$ cat config.mk
export PLATFORM = sky130hd
export DESIGN_NAME = areg_wr_arb
export DESIGN_NICKNAME = d
export VERILOG_FILES = /design/src/rtl/areg_wr_arb.sv
export SDC_FILE = /design/constraint.sdc
export NUM_CORES = 1
export LEC_CHECK = 0
export BUFFER_PORTS_ARGS = -buffer_cell sky130_fd_sc_hd__buf_2
export CAP_MARGIN = 30
export CORE_MARGIN = 2
export CORE_UTILIZATION = 30
export CTS_CLUSTER_DIAMETER = 40
export DETAILED_ROUTE_END_ITERATION = 8
export GPL_ROUTABILITY_DRIVEN = 0
export GPL_TIMING_DRIVEN = 0
export SYNTH_ARGS = -nofsm -noshare
export SYNTH_HDL_FRONTEND = slang
export SYNTH_SLANG_ARGS = --single-unit
$ cat constraint.sdc
create_clock -name clk -period 4.9 [get_ports clk]
set_clock_uncertainty 0.05 [all_clocks]
set_input_delay 0.245 -clock clk [delete_from_list [all_inputs] [get_ports clk]]
set_output_delay 0.245 -clock clk [all_outputs]
set_load 0.02 [all_outputs]
$ cat src/rtl/areg_wr_arb.sv
// Round-robin arbiter for the accumulate register file write port.
// A requester holds the port across a burst until it presents last=1.
`ifndef BITNESS
`define BITNESS 32
`endif

module areg_wr_arb #(
    parameter int unsigned NREQ  = 4,
    parameter int unsigned WIDTH = `BITNESS
) (
    input  logic                        clk,
    input  logic                        rst,
    input  logic                        hold,
    input  logic [NREQ-1:0]             req_valid,
    output logic [NREQ-1:0]             req_ready,
    input  logic [NREQ-1:0]             req_y,
    input  logic [NREQ*4-1:0]           req_wa,
    input  logic [NREQ*WIDTH-1:0]       req_wval,
    input  logic [NREQ-1:0]             req_last,
    output logic                        w,
    output logic                        y,
    output logic [3:0]                  wa,
    output logic [WIDTH-1:0]            wval,
    output logic [$clog2(NREQ)-1:0]     owner,
    output logic                        locked
);
    localparam int unsigned IW = $clog2(NREQ);

    typedef enum logic {IDLE, LOCK} state_t;

    state_t        state, state_n;
    logic [IW-1:0] rr_ptr, rr_n, owner_n, gidx, cand;
    logic          acc;

    // Grant selection: locked owner only, else first valid scanning from rr_ptr
    always_comb begin
        req_ready = '0;
        gidx      = owner;
        cand      = '0;
        acc       = 1'b0;
        if (!rst && !hold) begin
            if (state == LOCK) begin
                if (req_valid[owner]) begin
                    req_ready[owner] = 1'b1;
                    acc              = 1'b1;
                end
            end else begin
                for (int unsigned k = 0; k < NREQ; k++) begin
                    cand = IW'((32'(rr_ptr) + k) % NREQ);
                    if (!acc && req_valid[cand]) begin
                        acc             = 1'b1;
                        gidx            = cand;
                        req_ready[cand] = 1'b1;
                    end
                end
            end
        end
    end

    always_comb begin
        state_n = state;
        rr_n    = rr_ptr;
        owner_n = owner;
        if (acc) begin
            owner_n = gidx;
            if (req_last[gidx]) begin
                state_n = IDLE;
                rr_n    = (32'(gidx) == NREQ - 1) ? '0 : gidx + 1'b1;
            end else begin
                state_n = LOCK;
            end
        end
    end

    always_ff @(posedge clk or posedge rst) begin
        if (rst) begin
            state  <= IDLE;
            rr_ptr <= '0;
            owner  <= '0;
        end else begin
            state  <= state_n;
            rr_ptr <= rr_n;
            owner  <= owner_n;
        end
    end

    // Registered write port; fields hold their last value when no beat is accepted
    always_ff @(posedge clk or posedge rst) begin
        if (rst) begin
            w    <= 1'b0;
            y    <= 1'b0;
            wa   <= '0;
            wval <= '0;
        end else begin
            w <= acc;
            if (acc) begin
                y    <= req_y[gidx];
                wa   <= req_wa[gidx*4 +: 4];
                wval <= req_wval[gidx*WIDTH +: WIDTH];
            end
        end
    end

    assign locked = (state == LOCK);

endmodule

After elaboration in Yosys (flattened, before gate mapping)
Index checks and enable logic that the tools add are counted.
Widths: inputs -> output; s select.
- register bits: 43
- input bits: 159
- logic and storage cells: 101
- output and inout port bits: 45
- order comparisons: 11
- muxes and demuxes: 58
- reduce and logical (&&, ||, !) cells: 15
- shifts and indexed selects: 2
- add/subtract/negate cells: 4
- equal/unequal tests: 1
- bitwise operators: 3
- operator list (operator ; number):
    $shiftx 128x8->32 ; 1
    $mux 4 ; 13
    $mux 1 ; 26
    $lt 2x3->1 const B ; 6
    $shiftx 16x5->4 ; 1
    $bmux 1 s2 ; 7
    $mux 2 ; 7
    $or 4x4->4 ; 3
    $demux 1 s2 ; 5
    $ge 2x1->1 const B ; 5
    $logic_and 1x1->1 ; 9
    $logic_not 1->1 ; 5
    $add 2x1->2 const B ; 2
    $add 2x2->2 const B ; 2
    $eq 2x2->1 const B ; 1
    $reduce_and 2->1 ; 1

Logic depth before layout (Yosys ltp)
Gate-level depths: netlist of the first run.
- word-level depth: 23
- depth in mapped cells: 14
- mapped depth without buffers: 9

Least setup slack after synthesis of the first run
No wires, ideal clock.
- path kind: flip-flop to output port
- start point: reg rr_ptr[0]
- end point: out req_ready[2]
- data arrival time: 3366 ps
- buffers on the path: 3
- required time: 4605 ps
- slack: 1239 ps
- stages on the path, launching flop included: 12
- cell sequence: dfrtp_1 > buf_6 > buf_2 > inv_1 > ha_1 > clkbuf_1 > mux4_2 > nor2b_1 > a22oi_1 > o21ai_0 > a211oi_1 > a2111oi_0
- cells in the longest elaborated chain, start to end: 20
- elaborated cells on any way between the ends: 61
- those cells by class: add/sub: 3; order compare: 8; mux: 37; bitwise: 3; reduce/logical: 10
- RTL lines (item ; line ; source):
    from (decl) ; 32 ; logic [IW-1:0] rr_ptr, rr_n, owner_n, gidx, cand;
    from (signal assigned) ; 82 ; rr_ptr <= rr_n;
    branches (longest 17 deep; another with $lt 2x3->1) ; - ;
    $mux 4 (*) ; 50 ; if (!acc && req_valid[cand]) begin
    $mux 4 (*) ; 42 ; if (state == LOCK) begin
    $mux 4 (*) ; 41 ; if (!rst && !hold) begin
    to (decl) ; 15 ; output logic [NREQ-1:0] req_ready,
Every way passes the cells marked *. The select of a mux whose other input is x is not followed.

Worst setup path in the final report of the first run
- start point: reg rr_ptr[1]
- end point: out req_ready[2]
The elaborated chain is that of the path after synthesis.

==> impl_metrics.yaml, run 1 <==
logic_synthesis:
  syn-instance-count: 350
  yosys.cell_count.top_type: "mux2i_1"
  yosys_warnings: 0
  synth_edf_count: 0
  synth_common_cells: "mux2i_1 (67), dfrtp_1 (43), nand2_1 (32)"
  synth_area_per_cell_um2: 9.38
  async_reset_ff_share_pct: 100
  synth_top_cells_by_area: "dfrtp_1 (33%), mux2i_1 (20%), a221oi_1 (4.5%)"
  syn_area_um2: 3280
  yosys.area.top_type_share_pct: 32.8
  synth_nets: 515
  synth_ff_type: "dfrtp_1"
  ys_types: 41
  synth-seq-cells: 43
  ys_seq_area_share_pct: 32.8
  yosysTopAreaCell: "dfrtp_1"
critical_path:
  r2r_setup_slack_ps: 1010
  cp_max_fo: 8
  path_cells: "clkbuf_1 > inv_1 > ha_1 > clkbuf_1 > mux4_2 > nor2b_1 > a22oi_1 > o21ai_0 > a211oi_1 > a2111oi_0 > buf_2"
  cp_num_buf_inv: 4
  critPathMaxStageDelay_ps: 450
  worstPathArrival_ps: 3750
  path_common_cell: "clkbuf_1"
  cp-start-kind: "flip-flop"
  cpMaxStageDelayCell: "mux4_2"
  cpLargestDelayFamily: "buffers and inverters"
  endpoint_kind: "output port"
  path_class: "reg2out"
  cp.required_ps: 4610
placed_design:
  port_buffers: 203
  hpwl_um: 9030
  placed_cell_area_um2: 4500
global_route:
  grt_max_degree: 24
  antenna_found_initial: 0
  grt_pass1_wl_um: 17800
  grt-ovfl-total: 0
  grt_pass1_vias: 3644
  grt.total_usage_pct: 19.1
power:
  pwr-share-comb_pct: 65.5
  power_frac_clock_pct: 9.2
  p_switching_mw: 1.19
  p_leak_nw: 2.36
  p_sw_share_pct: 48.0
  peakVddDrop_v: 0.000209
  internal_power_mw: 1.29
  power_frac_seq_pct: 25.3
  power_density_nw_per_um2: 538
routing:
  routed-via-count: 3584
  drt-total-wl_um: 11200
  via_per_inst: 5.10
  first_iter_violations: 169
  wl_per_cell_um: 16.0
  first_pass_iters: 4
  drtAntennaViolNets: 0
  drc: 0
timing:
  hold_violations: 0
  maxSlewViolCount: 0
  rsz0062_at_grt: "no"
  fin_setup_tns_ps: 0
  fin_crit_sh_pct: 82.6
  period_minus_slack_ps: 4050
  worst_pin_slew_ps: 693
  setup_viol: 0
  slew_headroom_pct: 53.6
  fmax_mhz: 247
cells_and_area:
  area_growth_pct: 40.0
  nNetsFinal: 727
  drive_gt1_share_pct: 42.8
  diodes: 0
  nFillCells: 1150
  stdcell_area_um2: 4600
cts:
  clock_latency_ps: 290
  cts-root-buf: "clkbuf_8"
  cts_tree: "yes"
  path_clk_slew_ps: 90
  htree_num_levels: 2
  cts-resized-gates: 0
  numCtsBuffers: 5
  clk_path_buf_depth: 2
  cts.sinks: 43
die:
  die-area_um2: 11800
  die_w_um: 109
  num_rows: 38
  core_area_um2: 10700
  start_util_pct: 30.6
  io_pins: 204
  die_h_um: 109
outcome:
  status: "completed"
min_path:
  hold_class: "in2reg"
run:
  maxCapViolations: 0
## per-stage QoR
| step | total power, mW | hold WS, ps | std cells | utilization [%] | setup slack, ps |
|---|---|---|---|---|---|
| 2_1_floorplan | 1.76 | 352 | 350 | - | 1240 |
| 3_3_place_gp | 2.24 | 419 | 693 | 41.7 | 1090 |
| 3_5_place_dp | 2.27 | 312 | 694 | 41.9 | 1020 |
| 4_1_cts | 2.50 | 151 | 703 | 42.8 | 914 |
| 5_1_grt | 2.67 | 165 | 703 | 42.8 | 536 |
| 6_report | 2.47 | 152 | 703 | 42.8 | 852 |
## worst register-to-register path: stages, from the launching register on
cell	delay, ps
dfrtp_1	410
clkbuf_1	360
inv_1	170
ha_1	300
clkbuf_1	300
mux4_2	450
nor2b_1	390
o31a_1	250
and2_4	160
buf_6	120
buf_6	170
buf_6	210
mux2i_1	260
o221ai_1	150
## power by group through the flow
stage                     Clock, mW  Sequential [mW]  Combinational [mW]
after floorplan                   0            0.817               0.946
after global placement            0            0.632                1.60
after detailed placement          0            0.631                1.64
after CTS                     0.232            0.628                1.64
after global routing          0.250            0.652                1.77
final                         0.227            0.627                1.62
## layout by cell type, fill, tap and decap left out, drive strengths merged
cell / instances
clkinvlp: 1
o22a: 1
dfrtp: 43
o211ai: 14
and2: 3
clkinv: 1
or4: 1
o221ai: 8
o21ai: 8
o22ai: 1
or2: 4
nand2: 32
o2bb2ai: 1
dlygate4sd3: 1
nor2b: 3
clkbuf: 26
a32oi: 1
a311o: 1
nand3: 3
a21oi: 8
inv: 18
nor4: 1
nor3: 1
nor3b: 1
nor2: 25
mux2: 2
or3: 1
buf: 216
a2111oi: 12
mux4: 5
o31a: 1
a211oi: 3
or3b: 2
mux2i: 67
a221oi: 17
a31oi: 15
ha: 6
nand2b: 3
a22oi: 4
nand3b: 2
## flip-flops by register name, summed over array words and instances, names as in the netlist
register,count
owner,2
rr_ptr,2
w,1
y,1
locked,1
wval,32
wa,4
## path summary, 6_finish.rpt
kind,start,end,depth (start not counted)
max in group asynchronous,rst,w$_DFF_PP0_,4
min,req_wval[78],wval[14]$_DFFE_PP0P_,3
max reg2reg,rr_ptr[1]$_DFFE_PP0P_,wval[11]$_DFFE_PP0P_,13
min in group asynchronous,rst,y$_DFFE_PP0P_,3
min reg2reg,wval[25]$_DFFE_PP0P_,wval[25]$_DFFE_PP0P_,2
max,rr_ptr[1]$_DFFE_PP0P_,req_ready[2],11
## kinds of logic (layout without fill, tap and decap cells)
| family | after synthesis | count (layout) | share of synthesized area, % |
|---|---|---|---|
| muxes | 74 | 74 | 24.5 |
| DFF | 43 | 43 | 32.8 |
| buffers and inverters | 50 | 263 | 7.12 |
| AOI/OAI and AO/OA | 95 | 95 | 21.7 |
| and+or+nand+nor | 82 | 82 | 11.6 |
| adders and majority gates | 6 | 6 | 2.29 |
## metal layers
| metal | part of all wire (%) | up-vias | track usage [%] | routed length (um) |
|---|---|---|---|---|
| met1 | 41 | 1694 | 24.0 | 4630 |
| met3 | 5.8 | 14 | 3.05 | 657 |
| met5 | 0 | - | 0 | 0 |
| met2 | 51 | 129 | 34.1 | 5780 |
| li1 | - | 1747 | - | - |
| met4 | 1.5 | 0 | 4.76 | 170 |
## cell type report
| class | instances | area (um^2) | share of cell area, % |
|---|---|---|---|
| well taps | 140 | 175 | 3.81 |
| clock buffers | 6 | 72.6 | 1.58 |
| multi-input cells | 257 | 1970 | 42.9 |
| clock inverters | 2 | 12.5 | 0.272 |
| flip-flops and latches | 43 | 1080 | 23.4 |
| plain buffers | 32 | 166 | 3.62 |
| repair buffers | 205 | 1050 | 22.9 |
| inverters | 18 | 67.6 | 1.47 |
## repair_timing
| item | CTS | global route |
|---|---|---|
| endpoints found under the hold margin | 20 | 0 |
| endpoints found under the setup margin | 0 | 0 |
| hold buffers | 1 | 0 |
| setup buffers | 0 | 0 |
(Power assumes the default switching activity.)
==> run 2: changes to the inputs <==
==> constraint.sdc (replaced) <==
create_clock -name clk -period 3.6 [get_ports clk]
set_clock_uncertainty 0.05 [all_clocks]
set_input_delay 0.18 -clock clk [delete_from_list [all_inputs] [get_ports clk]]
set_output_delay 0.18 -clock clk [all_outputs]
set_load 0.02 [all_outputs]
==> impl_metrics.yaml, run 2 (same netlist as run 1, synthesis figures left out) <==
cells_and_area:
  diodes: 0
  largest_register_ffs: 32
  drive_gt1_share_pct: 43.7
  mostFrequentLayoutCells: "buf_2 (209), mux2i_1 (67), dfrtp_1 (43), nand2_1 (32), nor2_1 (25)"
  instances_no_fill: 703
  layout_commonest_cell: "buf_2"
  top_regs: "wval: 32 flops, wa: 4 flops"
  final_util_pct: 43.0
  area_growth_pct: 40.8
  nFillCells: 1141
  nNetsFinal: 727
  regMostFlops: "wval"
timing:
  setup_viol: 0
  fmax_mhz: 291
  hold_slack_ps: 87.9
  period_minus_slack_ps: 3440
  fin_setup_tns_ps: 0
  fin_crit_sh_pct: 95.5
  maxSlewViolCount: 0
  slew_headroom_pct: 53.5
  worst_pin_slew_ps: 695
  hold_violations: 0
cts:
  cts-root-buf: "clkbuf_8"
  cts.sinks: 43
  clock_latency_ps: 290
  htree_num_levels: 2
  numCtsBuffers: 5
  clk_path_buf_depth: 2
  cts_tree: "yes"
  path_clk_slew_ps: 90
global_route:
  grtUsageMet1_pct: 23.6
  grt_use_met2_pct: 34.1
  grt_max_degree: 24
  grt_pass1_wl_um: 17800
  use_met3_pct: 3.17
  grt-ovfl-total: 0
  grt_pass1_vias: 3676
  antenna_found_initial: 0
  grt.busiest_layer: "met2"
  grt.total_usage_pct: 19.1
placed_design:
  port_buffers: 203
  hpwl_um: 9030
  placed_cells: 694
critical_path:
  cp_max_fo: 10
  cpMaxStageDelayCell: "dfrtp_1"
  r2r_setup_slack_ps: 160
  path_common_cell: "buf_6"
  r2r_start: "rr_ptr[1]$_DFFE_PP0P_"
  worstPathArrival_ps: 3550
  cp.required_ps: 3710
  endpoint_kind: "flip-flop"
  critPathMaxStageDelay_ps: 610
  cp-start-kind: "flip-flop"
  path_cells: "inv_1 > ha_4 > mux4_2 > nor2b_1 > or4_4 > and2_4 > buf_6 > buf_6 > buf_2 > a31oi_1 > o211ai_1"
  timing.rr.end: "wval[19]$_DFFE_PP0P_"
  r2r_cells: 11
  path_class: "reg2reg"
min_path:
  hold_class: "in2reg"
  worstHoldEndpoint: "wval[14]$_DFFE_PP0P_"
  hp-start: "req_wval[78]"
  whs_path_depth: 3
power:
  power_frac_seq_pct: 25.4
  power_density_nw_per_um2: 736
  p_leak_nw: 2.37
  p_total_mw: 3.40
  p_sw_share_pct: 47.7
  p_switching_mw: 1.62
  peakVddDrop_v: 0.000285
  internal_power_mw: 1.78
  power_frac_clock_pct: 9.1
  pwr-share-comb_pct: 65.5
routing:
  routed-via-count: 3629
  first_iter_violations: 147
  drc: 0
  via_per_inst: 5.16
  wl_per_cell_um: 16.1
  drt-total-wl_um: 11300
  drtAntennaViolNets: 0
  first_pass_iters: 4
die:
  start_util_pct: 30.6
  die_h_um: 109
  die-area_um2: 11800
  core_area_um2: 10700
  num_rows: 38
  die_w_um: 109
  io_pins: 204
outcome:
  status: "completed"
run:
  maxCapViolations: 0
[run 2: worst max-delay path: cells and delay by family, from the launching register on]
kind / cells / cell delay, ps
adder cells (fa/ha/maj): 1 / 370
AND/OR/NAND/NOR: 3 / 870
AO/OA/AOI/OAI: 2 / 340
flip-flops: 1 / 610
buffers and inverters: 4 / 700
multiplexers: 1 / 370
[run 2: worst max-delay path by stage]
| stage | from | endpoint | slack, ps |
|---|---|---|---|
| 5_1_grt | rr_ptr[1]$_DFFE_PP0P_ | req_ready[2] | -20 |
| 2_1_floorplan | rr_ptr[0]$_DFFE_PP0P_ | req_ready[2] | 4 |
| 3_3_place_gp | rr_ptr[0]$_DFFE_PP0P_ | wval[12]$_DFFE_PP0P_ | -210 |
| 4_1_cts | rr_ptr[0]$_DFFE_PP0P_ | wval[11]$_DFFE_PP0P_ | 60 |
| 6_report | rr_ptr[1]$_DFFE_PP0P_ | wval[19]$_DFFE_PP0P_ | 160 |
| 3_5_place_dp | rr_ptr[0]$_DFFE_PP0P_ | wval[11]$_DFFE_PP0P_ | -280 |
[run 2: stage by stage]
step / worst slack, ps / instance area (um^2)
finish: 162 / 4620
global route: -25.0 / 4620
CTS: 55.8 / 4610
detailed placement: -275 / 4500
global placement: -207 / 4480
floorplan: 3.62 / 3280
[run 2: power by group through the flow]
| stage | sequential (mW) | combinational [mW] | clock (mW) |
|---|---|---|---|
| after floorplan | 1.11 | 1.29 | 0 |
| after global placement | 0.861 | 2.18 | 0 |
| after detailed placement | 0.859 | 2.23 | 0 |
| after CTS | 0.868 | 2.23 | 0.316 |
| after global routing | 0.900 | 2.43 | 0.340 |
| final | 0.865 | 2.23 | 0.310 |
[run 2: routing by layer]
| layer | up-vias | wire [um] | share of wire (%) |
|---|---|---|---|
| met5 | - | 0 | 0 |
| met4 | 0 | 213 | 1.9 |
| met3 | 17 | 719 | 6.4 |
| met2 | 139 | 5750 | 51 |
| met1 | 1727 | 4620 | 41 |
| li1 | 1746 | - | - |
[run 2: area by class of cell]
type | instances | area (um^2) | share of cell area [%]
multi-input cells | 257 | 1990 | 43.0
flip-flops and latches | 43 | 1080 | 23.3
clock buffers | 6 | 72.6 | 1.57
inverters | 18 | 67.6 | 1.46
plain buffers | 30 | 161 | 3.49
repair buffers | 207 | 1070 | 23.1
clock inverters | 2 | 12.5 | 0.271
well taps | 140 | 175 | 3.79
[run 2: timing repair]
| item | CTS | global route |
|---|---|---|
| hold buffers | 1 | 0 |
| gates resized for setup | 4 | 2 |
| pin swaps | 0 | 0 |
| endpoints found under the setup margin | 42 | 32 |
| setup buffers | 0 | 2 |
| hold endpoints to repair | 20 | 0 |
